[src/rtl/long_multiplier.sv]
// Sequential shift-add multiply-accumulate D = Q*M + R, one multiplier bit per clock.
// Optional operand check (err = R >= M) is enabled by defining LONG_MULTIPLIER_REM_CHECK_EN.
module long_multiplier #(
  parameter int WIDTH = 4
) (
  input  logic               clk,
  input  logic               rst_n,
  input  logic               start,
  input  logic [WIDTH-1:0]   M,
  input  logic [WIDTH-1:0]   Q,
  input  logic [WIDTH-1:0]   R,
  output logic               in_ready,
  output logic               busy,
  output logic [2*WIDTH-1:0] D,
  output logic               out_valid,
  input  logic               out_ready,
  output logic               err
);

  localparam int CW = (WIDTH > 1) ? $clog2(WIDTH) : 1;
  localparam logic [CW-1:0] CNT_LAST = CW'(WIDTH - 1);

  localparam logic [1:0] S_IDLE = 2'd0;
  localparam logic [1:0] S_RUN  = 2'd1;
  localparam logic [1:0] S_DONE = 2'd2;

  logic [1:0]         state_q, state_d;
  logic [WIDTH-1:0]   m_q, m_d;
  logic [WIDTH-1:0]   q_q, q_d;
  logic [2*WIDTH-1:0] acc_q, acc_d;
  logic [2*WIDTH-1:0] d_q, d_d;
  logic [CW-1:0]      cnt_q, cnt_d;
  logic [2*WIDTH-1:0] addend;

  // Partial product for the current multiplier bit, widened so no carry is lost.
  assign addend = q_q[cnt_q] ? ({{WIDTH{1'b0}}, m_q} << cnt_q) : '0;

  always_comb begin
    // NOTE: every variable gets a default first so no path leaves it unassigned (no latch).
    state_d = state_q;
    m_d     = m_q;
    q_d     = q_q;
    acc_d   = acc_q;
    cnt_d   = cnt_q;
    d_d     = d_q;
    case (state_q)
      S_IDLE: begin
        if (start) begin
          m_d     = M;
          q_d     = Q;
          acc_d   = {{WIDTH{1'b0}}, R};
          cnt_d   = '0;
          state_d = S_RUN;
        end
      end
      S_RUN: begin
        acc_d = acc_q + addend;
        cnt_d = cnt_q + CW'(1);
        if (cnt_q == CNT_LAST) begin
          d_d     = acc_d;
          cnt_d   = '0;
          state_d = S_DONE;
        end
      end
      S_DONE: begin
        if (out_ready) state_d = S_IDLE;
      end
      default: state_d = S_IDLE;
    endcase
  end

  // NOTE: state uses non-blocking assignments and an async active-low reset clearing every register.
  always_ff @(posedge clk or negedge rst_n) begin
    if (!rst_n) begin
      state_q <= S_IDLE;
      m_q     <= '0;
      q_q     <= '0;
      acc_q   <= '0;
      cnt_q   <= '0;
      d_q     <= '0;
    end else begin
      state_q <= state_d;
      m_q     <= m_d;
      q_q     <= q_d;
      acc_q   <= acc_d;
      cnt_q   <= cnt_d;
      d_q     <= d_d;
    end
  end

`ifdef LONG_MULTIPLIER_REM_CHECK_EN
  logic err_q, err_d;

  // A valid remainder is strictly below the divisor; M=0 always flags.
  always_comb begin
    err_d = err_q;
    if (state_q == S_IDLE && start)          err_d = (R >= M);
    else if (state_q == S_DONE && out_ready) err_d = 1'b0;
  end

  always_ff @(posedge clk or negedge rst_n) begin
    if (!rst_n) err_q <= 1'b0;
    else        err_q <= err_d;
  end

  assign err = err_q;
`else
  assign err = 1'b0;
`endif

  assign in_ready  = (state_q == S_IDLE);
  assign busy      = (state_q == S_RUN);
  assign out_valid = (state_q == S_DONE);
  assign D         = d_q;

endmodule

[config.mk]
export PLATFORM = sky130hd
export DESIGN_NAME = long_multiplier
export DESIGN_NICKNAME = d
export VERILOG_FILES = /design/src/rtl/long_multiplier.sv
export SDC_FILE = /design/constraint.sdc
export NUM_CORES = 1
export LEC_CHECK = 0
export ABC_AREA = 1
export BUFFER_PORTS_ARGS = -buffer_cell sky130_fd_sc_hd__buf_2
export CELL_PAD_IN_SITES_DETAIL_PLACEMENT = 0
export CELL_PAD_IN_SITES_GLOBAL_PLACEMENT = 1
export CORE_MARGIN = 2
export CORE_UTILIZATION = 41
export CTS_CLUSTER_SIZE = 14
export DETAILED_ROUTE_END_ITERATION = 8
export PLACE_DENSITY_LB_ADDON = 0.1
export SYNTH_ARGS = -nofsm -noshare
export SYNTH_HDL_FRONTEND = slang
export SYNTH_SLANG_ARGS = --single-unit
export TNS_END_PERCENT = 20
[constraint.sdc]
create_clock -name clk -period 2.4 [get_ports clk]
set_input_delay 0.12 -clock clk [delete_from_list [all_inputs] [get_ports clk]]
set_output_delay 0.12 -clock clk [all_outputs]
set_load 0.005 [all_outputs]
# After elaboration in Yosys (flattened, before gate mapping)
# Index checks and enable logic that the tools add are counted.
# Widths: inputs -> output; s select.
dict set report classes {
  n_addsub 2
  magnitude_cmp 1
  eq_ne 6
  shift 1
  mux 12
  n_reduce_logical 6
}
# operator count
set op_table {}
lappend op_table {{$mux 8} 2}
lappend op_table {{$pmux 8 s2} 1}
lappend op_table {{$mux 2} 5}
lappend op_table {{$add 8x8->8} 1}
lappend op_table {{$shl 4x2->8} 1}
lappend op_table {{$pmux 2 s3} 1}
lappend op_table {{$reduce_and 2->1} 3}
lappend op_table {{$eq 2x2->1 const B} 2}
lappend op_table {{$ne 2x1->1 const B} 2}
lappend op_table {{$pmux 2 s2} 1}
lappend op_table {{$lt 2x3->1 const B} 1}
lappend op_table {{$reduce_and 3->1} 1}
lappend op_table {{$add 2x1->2 const B} 1}
lappend op_table {{$bmux 1 s2} 1}
lappend op_table {{$eq 2x1->1 const B} 1}
lappend op_table {{$logic_not 2->1} 1}
lappend op_table {{$ne 2x2->1 const B} 1}
lappend op_table {{$reduce_bool 2->1} 1}
lappend op_table {{$mux 1} 1}
dict set report totals {
  reg_bits 28
  input_bits 16
  output_inout_bits 12
  word_cells 34
}

# Depth between registers and ports, before layout
# Gate-level depths: netlist of run 1.
dict set report depth {
  depth_word 5
  mapped_depth 15
}

# Worst setup path after synthesis of run 1
# Ideal clock, no wire load.
dict set report synth_path {
  path_type {reg2reg}
  startpoint {register cnt_q[0]}
  endpoint {register acc_q[7]}
  setup_ns 0.117
  arrival_ns 1.924
  setup_slack_ns 0.358
  stages_incl_launch_ff 12
  period_less_slack_ns 2.042
  path_cell_list {dfrtp_1 buf_2 o21ai_0 nand2_1 o21ai_0 inv_1 ha_1 or2_2 nand3_1 nand3_1 nand3_1 nand2_1}
}
dict set report synth_via {
  elab_chain_cells 5
}
# element line_no
set synth_lines {}
lappend synth_lines {{start, declared} 32} ;# logic [CW-1:0] cnt_q, cnt_d;
lappend synth_lines {{start signal, assigned} 86} ;# cnt_q <= cnt_d;
lappend synth_lines {{$bmux 1 s2} 36} ;# assign addend = q_q[cnt_q] ? ({{WIDTH{1'b0}}, m_q} << cnt_q) : '0;
lappend synth_lines {{$mux 1 (implied by the code)} 36}
lappend synth_lines {{$mux 8 (*)} 36}
lappend synth_lines {{$add 8x8->8 (*)} 57} ;# acc_d = acc_q + addend;
lappend synth_lines {{$pmux 8 s2 (*)} 46} ;# case (state_q)
lappend synth_lines {{end signal, assigned} 78} ;# acc_q <= '0;
lappend synth_lines {{end signal, assigned} 85} ;# acc_q <= acc_d;
lappend synth_lines {{end, declared} 30} ;# logic [2*WIDTH-1:0] acc_q, acc_d;
# Mark *: on every way between the ends. The rest lies on a longest branch, timed or not. The select of a mux whose other input is x is not followed.
# A chain may end at the register's enable or synchronous reset.

# Final worst setup path of run 1
# Ends and elaborated chain as after synthesis.

==> results of run 1 <==
[power by group through the flow]
stage | Clock (W) | Sequential (W) | Combinational, W
after floorplan | 0 | 0.000835 | 0.00121
after global placement | 0 | 0.000863 | 0.00154
after detailed placement | 0 | 0.000874 | 0.00157
after CTS | 0.000308 | 0.000865 | 0.00158
after global routing | 0.000323 | 0.000899 | 0.00183
final | 0.000295 | 0.000865 | 0.00156
[through the flow]
| stage | setup WS, ps | total power [W] |
|---|---|---|
| 2_1_floorplan | 358 | 0.00205 |
| 3_3_place_gp | 135 | 0.00240 |
| 3_5_place_dp | 105 | 0.00245 |
| 4_1_cts | 89.1 | 0.00275 |
| 5_1_grt | 5.07 | 0.00305 |
| 6_report | 232 | 0.00272 |
[worst paths after layout]
kind | from | to | cells past startpoint
min | out_ready | state_q[1] | 2
max | cnt_q[0] | acc_q[7] | 11
min in group asynchronous | rst_n | D[1] | 2
max in group asynchronous | rst_n | cnt_q[0] | 2
max reg2reg | cnt_q[0] | acc_q[7] | 11
min reg2reg | D[6] | D[6] | 2
[layer usage]
| layer | global-route usage (%) | share of wire, % | vias up | wire (microns) |
|---|---|---|---|---|
| met5 | 0 | 0 | - | 0 |
| met4 | 6.12 | 0.68 | 0 | 23 |
| met3 | 4.05 | 4.2 | 2 | 143 |
| met2 | 32.1 | 49 | 29 | 1650 |
| met1 | 20.6 | 46 | 638 | 1560 |
| li1 | - | - | 688 | - |
[layout make-up]
type,count,area share [%]
Tap cell,48,3.22
Clock buffer,4,2.95
Timing Repair Buffer,28,7.91
Inverter,26,5.23
Sequential cell,28,37.6
Multi-Input combinational cell,141,43.1
[worst reg2reg max path, delay by kind of cell, from the launching register on]
kind                     cells  cell delay, ps
AND/OR/NAND/NOR              6             820
flip-flops                   1             460
adder cells (fa/ha/maj)      1             310
AO/OA/AOI/OAI                2             260
buffers and inverters        2             220
[what timing repair did]
| action | 4_1_cts | 5_1_grt |
|---|---|---|
| hold buffers | 1 | 0 |
| endpoints found under the setup margin | 0 | 8 |
| resized for setup | 0 | 6 |
| endpoints found under the hold margin | 28 | 0 |
[placed cells by master (no fill, tap or decap)]
master	count
a21o_1	1
a21oi_1	3
buf_2	26
buf_4	1
clkbuf_8	4
conb_1	1
dfrtp_1	27
dfrtp_2	1
dlygate4sd3_1	1
fa_1	1
ha_1	8
inv_1	24
inv_2	2
mux2_4	7
mux2i_1	1
nand2_1	57
nand2_2	2
nand3_1	21
nand3b_1	2
nor2_1	15
nor2_4	2
o211ai_1	1
o21a_1	1
o21ai_0	8
o21ai_1	5
o221ai_1	1
o31ai_1	1
or2_2	2
xnor2_1	1
[synth_stat cells (2+ instances only)]
master / n / area share [%]
or2_2: 2 / 0.77
nand3b_1: 2 / 0.92
dfrtp_1: 28 / 43
nand3_1: 21 / 6.5
nand2_1: 57 / 13
o21ai_0: 13 / 4.0
ha_1: 8 / 6.2
mux2_4: 7 / 6.5
inv_1: 24 / 5.5
inv_2: 2 / 0.46
nor2_1: 15 / 3.5
a21oi_1: 3 / 0.92
nor2_4: 2 / 1.4
nand2_2: 2 / 0.77
[state kept, by name, indices dropped and copies added (netlist names)]
name     cells
D            8
acc_q        8
cnt_q        2
m_q          4
q_q          4
state_q      2
[kinds of logic after synthesis]
logic type	Yosys count
and+or+nand+nor	101
buffers and inverters	29
DFF	28
AOI/OAI and AO/OA	21
adders and majority gates	9
muxes	8
other	1
xor gates and xnor gates	1
==> metrics.cfg, run 1 <==
[critical_path]
crit_buf_inv=2
endpoint_kind=register
crit_family=simple AND/OR/NAND/NOR gates
worst_setup_path_start_kind=register
slowest_stage=dfrtp_2
cp_slowest_stage_delay_ps=460
arrival_ps=2340
worst-setup-path-type=register to register
crit_chain=buf_4 -> o21ai_1 -> nand2_1 -> o21ai_1 -> inv_1 -> ha_1 -> or2_2 -> nand3_1 -> nand3_1 -> nand3_1 -> nand2_1
path_common_cell=nand3_1
ff2ff_setup_slack_ps=230
crit_fanout=8
required_ps=2570

[clock_tree]
cts_buffer_depth=2
cts_setup_buffers=0
h-tree-depth=1
cts_tree=done
clock_sinks=28
clk_pin_slew_ps=100
clkLatencyLatePin_ps=270
cts-root-buf=clkbuf_8
numCtsBuffers=3

[logic_synthesis]
synth_area_sq_um=1630
synth_nets=223
syn_inst=198
synth_xor_xnor_area_share_pct=0.538
yosys_warnings=0
synthSimpleGateAreaFrac_pct=26.9
ys_seq_area_share_pct=43.1
postSynthAreaPerCell_sq_um=8.21
synthMuxAreaShare_pct=7.08
synth-compound-area-share_pct=7.31
synth_ff_type=dfrtp_1
ys_types=26
synth_edf_count=0
synth_fa_ha_area_share_pct=7.38
ys_seq_elements=28
async_flop_share_pct=100
synth_top_family_by_area=simple AND/OR/NAND/NOR gates

[pwr]
pwr-share-seq_pct=31.8
vdd_drop_max_uv=525
p_leak_nw=1.05
p_switching_w=0.00122
power_density_nw_per_um2=1460
p_sw_share_pct=44.6
pwr-share-clk_pct=10.8
power_frac_comb_pct=57.4
p_int_w=0.00151

[sta]
tns_ps=0
fin_crit_sh_pct=90.3
fin_skew_ps=2.51
relSlewSlack_pct=58.4
min_period_ps=2170
holdWs_ps=12.7
maxSlewViolCount=0
rsz0062_at_grt=false
fmax_mhz=461
setup_viol_count_final=0
hold_violations=0
tightest_slew_ps=623

[route]
dr.pass1.iters=4
num_vias=1357
viasPerCell=4.93
routed_wl_microns=3370
postRouteAntennaNets=0
wl_per_cell_microns=12.3
drc_errors=0
first_iter_violations=58

[floorplanning]
start_util_pct=43.4
die_area_sq_um=4490
coreArea_sq_um=3740
num_rows=22
die_h_microns=67.0
ioPinCount=28
die_x_microns=67.0

[placement]
numPortBuffers=26
dpl.cell_count=270
place_hpwl_microns=2660
gp_congestion=0.769
placed_area_sq_um=1800

[grt]
grt_usage_pct=17.8
antenna_found_initial=0
grt_pass1_vias=1369
gr-total-overflow=0
grt_first_pass_wirelength_microns=5900
grt_max_degree=29

[final_layout]
regArea_sq_um=702
insertedDiodeCount=0
design_area_sq_um=1870
multiInputGateArea_sq_um=805
fillers=399
final_cells=275
final_core_util_pct=49.9
finalNetCount=253
drive_gt1_share_pct=20.7
area.growth.synth_to_final_pct=14.8

[status]
status=complete, no violations

[flow_run]
max-cap-violations=0

[worst_hold_path]
hold_class=input port to register

No activity file was read; power rests on OpenSTA's default activity.
==> run 2: changes to the inputs <==
Settings changed: ABC_CLOCK_PERIOD_IN_PS set to 2400, CORE_MARGIN 2 to unset.
==> run 2 against run 1 <==
  * Clock power down 12%
  * Maximum frequency decreased by 2.2%
  * Sequential share of layout area grew 0.28 points
  * Cell area is 0.74% lower
  * Count of clock-buffer cells in the layout fell by 1
  * Sequential power hardly changed
  * Largest cell class unchanged
  * Largest power group unchanged
  * Highest routed layer unchanged
==> metrics.cfg, run 2 (same netlist as run 1, synthesis figures left out) <==
[status]
status=complete, no violations

[pwr]
p_leak_nw=1.04
vdd_drop_max_uv=542
power_density_nw_per_um2=1460

[flow_run]
max-cap-violations=0

[floorplanning]
start_util_pct=43.4
die_h_microns=65.0
num_rows=22
die_area_sq_um=4220
die_x_microns=65.0
ioPinCount=28
coreArea_sq_um=3740

[sta]
maxSlewViolCount=0
tns_ps=0
fmax_mhz=451
hold_violations=0
tightest_slew_ps=624
min_period_ps=2220
fin_crit_sh_pct=92.3
rsz0062_at_grt=false
fin_skew_ps=3.61
relSlewSlack_pct=58.4
timing.final.ws_setup_ps=184
setup_viol_count_final=0

[clock_tree]
clock_sinks=28
clkLatencyLatePin_ps=270
cts_setup_buffers=0
cts_buffer_depth=2
clk_pin_slew_ps=100
h-tree-depth=1
cts_tree=done
cts-root-buf=clkbuf_8
numCtsBuffers=3

[route]
first_iter_violations=49
wl_per_cell_microns=12.8
postRouteAntennaNets=0
dr.pass1.iters=6
routed_wl_microns=3510
viasPerCell=4.93
drc_errors=0
num_vias=1352

[final_layout]
mostFrequentLayoutCells=nand2_1 (57), dfrtp_1 (27), buf_2 (26)
design_area_sq_um=1850
area.growth.synth_to_final_pct=13.9
final_core_util_pct=49.5
finalNetCount=253
final_common_cell=nand2_1
drive_gt1_share_pct=20.4
final_cells=274
insertedDiodeCount=0

[placement]
placed_area_sq_um=1800
place_hpwl_microns=2690
pre_cts_ws_ps=99.9
dpl.cell_count=270
numPortBuffers=26
gp_congestion=0.777

[critical_path]
required_ps=2570
arrival_ps=2390
worst-setup-path-type=register to register
crit_fanout=8
endpoint_kind=register
worst_setup_path_start_kind=register

[grt]
gr-total-overflow=0
antenna_found_initial=0
grt_max_degree=29
grt_first_pass_wirelength_microns=6030
grt_pass1_vias=1332
grt_usage_pct=19.0

[worst_hold_path]
hold_class=input port to register

[run 2: path summary, 6_finish.rpt]
| check | end | startpoint | slack [ps] | cells past startpoint |
|---|---|---|---|---|
| hold reg to reg | D[6] | D[6] | 490 | 2 |
| setup reg to reg | D[7] | cnt_q[0] | 180 | 11 |
| max in group asynchronous | cnt_q[0] | rst_n | 1570 | 2 |
| setup / recovery | D[7] | cnt_q[0] | 180 | 11 |
| hold / removal | state_q[1] | out_ready | 20 | 2 |
| min in group asynchronous | D[3] | rst_n | 390 | 2 |
[run 2: report_power, final]
| part | total [W] | leakage (nW) | switching (W) | internal (W) |
|---|---|---|---|---|
| Combinational | 0.00158 | 0.673 | 0.000923 | 0.000658 |
| Clock | 0.000259 | 0.0216 | 0.000146 | 0.000113 |
| Sequential | 0.000868 | 0.344 | 0.000165 | 0.000704 |
| Total | 0.00271 | 1.04 | 0.00123 | 0.00147 |
[run 2: metrics by stage]
| stage | total power, W | hold slack, ps |
|---|---|---|
| after detailed placement | 0.00246 | 184 |
| after CTS | 0.00272 | 12.7 |
| final | 0.00271 | 19.0 |
| after global placement | 0.00240 | 172 |
| after floorplan | 0.00205 | -176 |
| after global routing | 0.00301 | 12.2 |
[run 2: layer usage]
metal	GRT usage [%]	wire (microns)
met1	23.5	1640
met2	33.5	1730
met3	2.29	108
met4	6.67	23
met5	0	0
[run 2: cell type report]
class / count / area, sq um
inverters: 26 / 97.6
multi-input cells: 141 / 805
repair buffers: 28 / 148
well taps: 48 / 60.1
clock buffers: 3 / 41.3
flip-flops and latches: 28 / 702
fillers: 400 / 1890
[run 2: worst max-delay path: stages, from the launching register on]
cell and delay, ps:
dfrtp_2 460, buf_4 170, o21ai_1 180, nor2_1 50, o21ai_0 160, inv_1 60, ha_1 310, or2_2 340
nand3_1 120, nand3_1 110, nand3_1 110, nand2_1 50
[run 2: timing repair]
item                                    4_1_cts  5_1_grt
gates resized for setup                       0        5
endpoints found under the setup margin        0        9
hold buffers                                  1        0
endpoints found under the hold margin        28        0
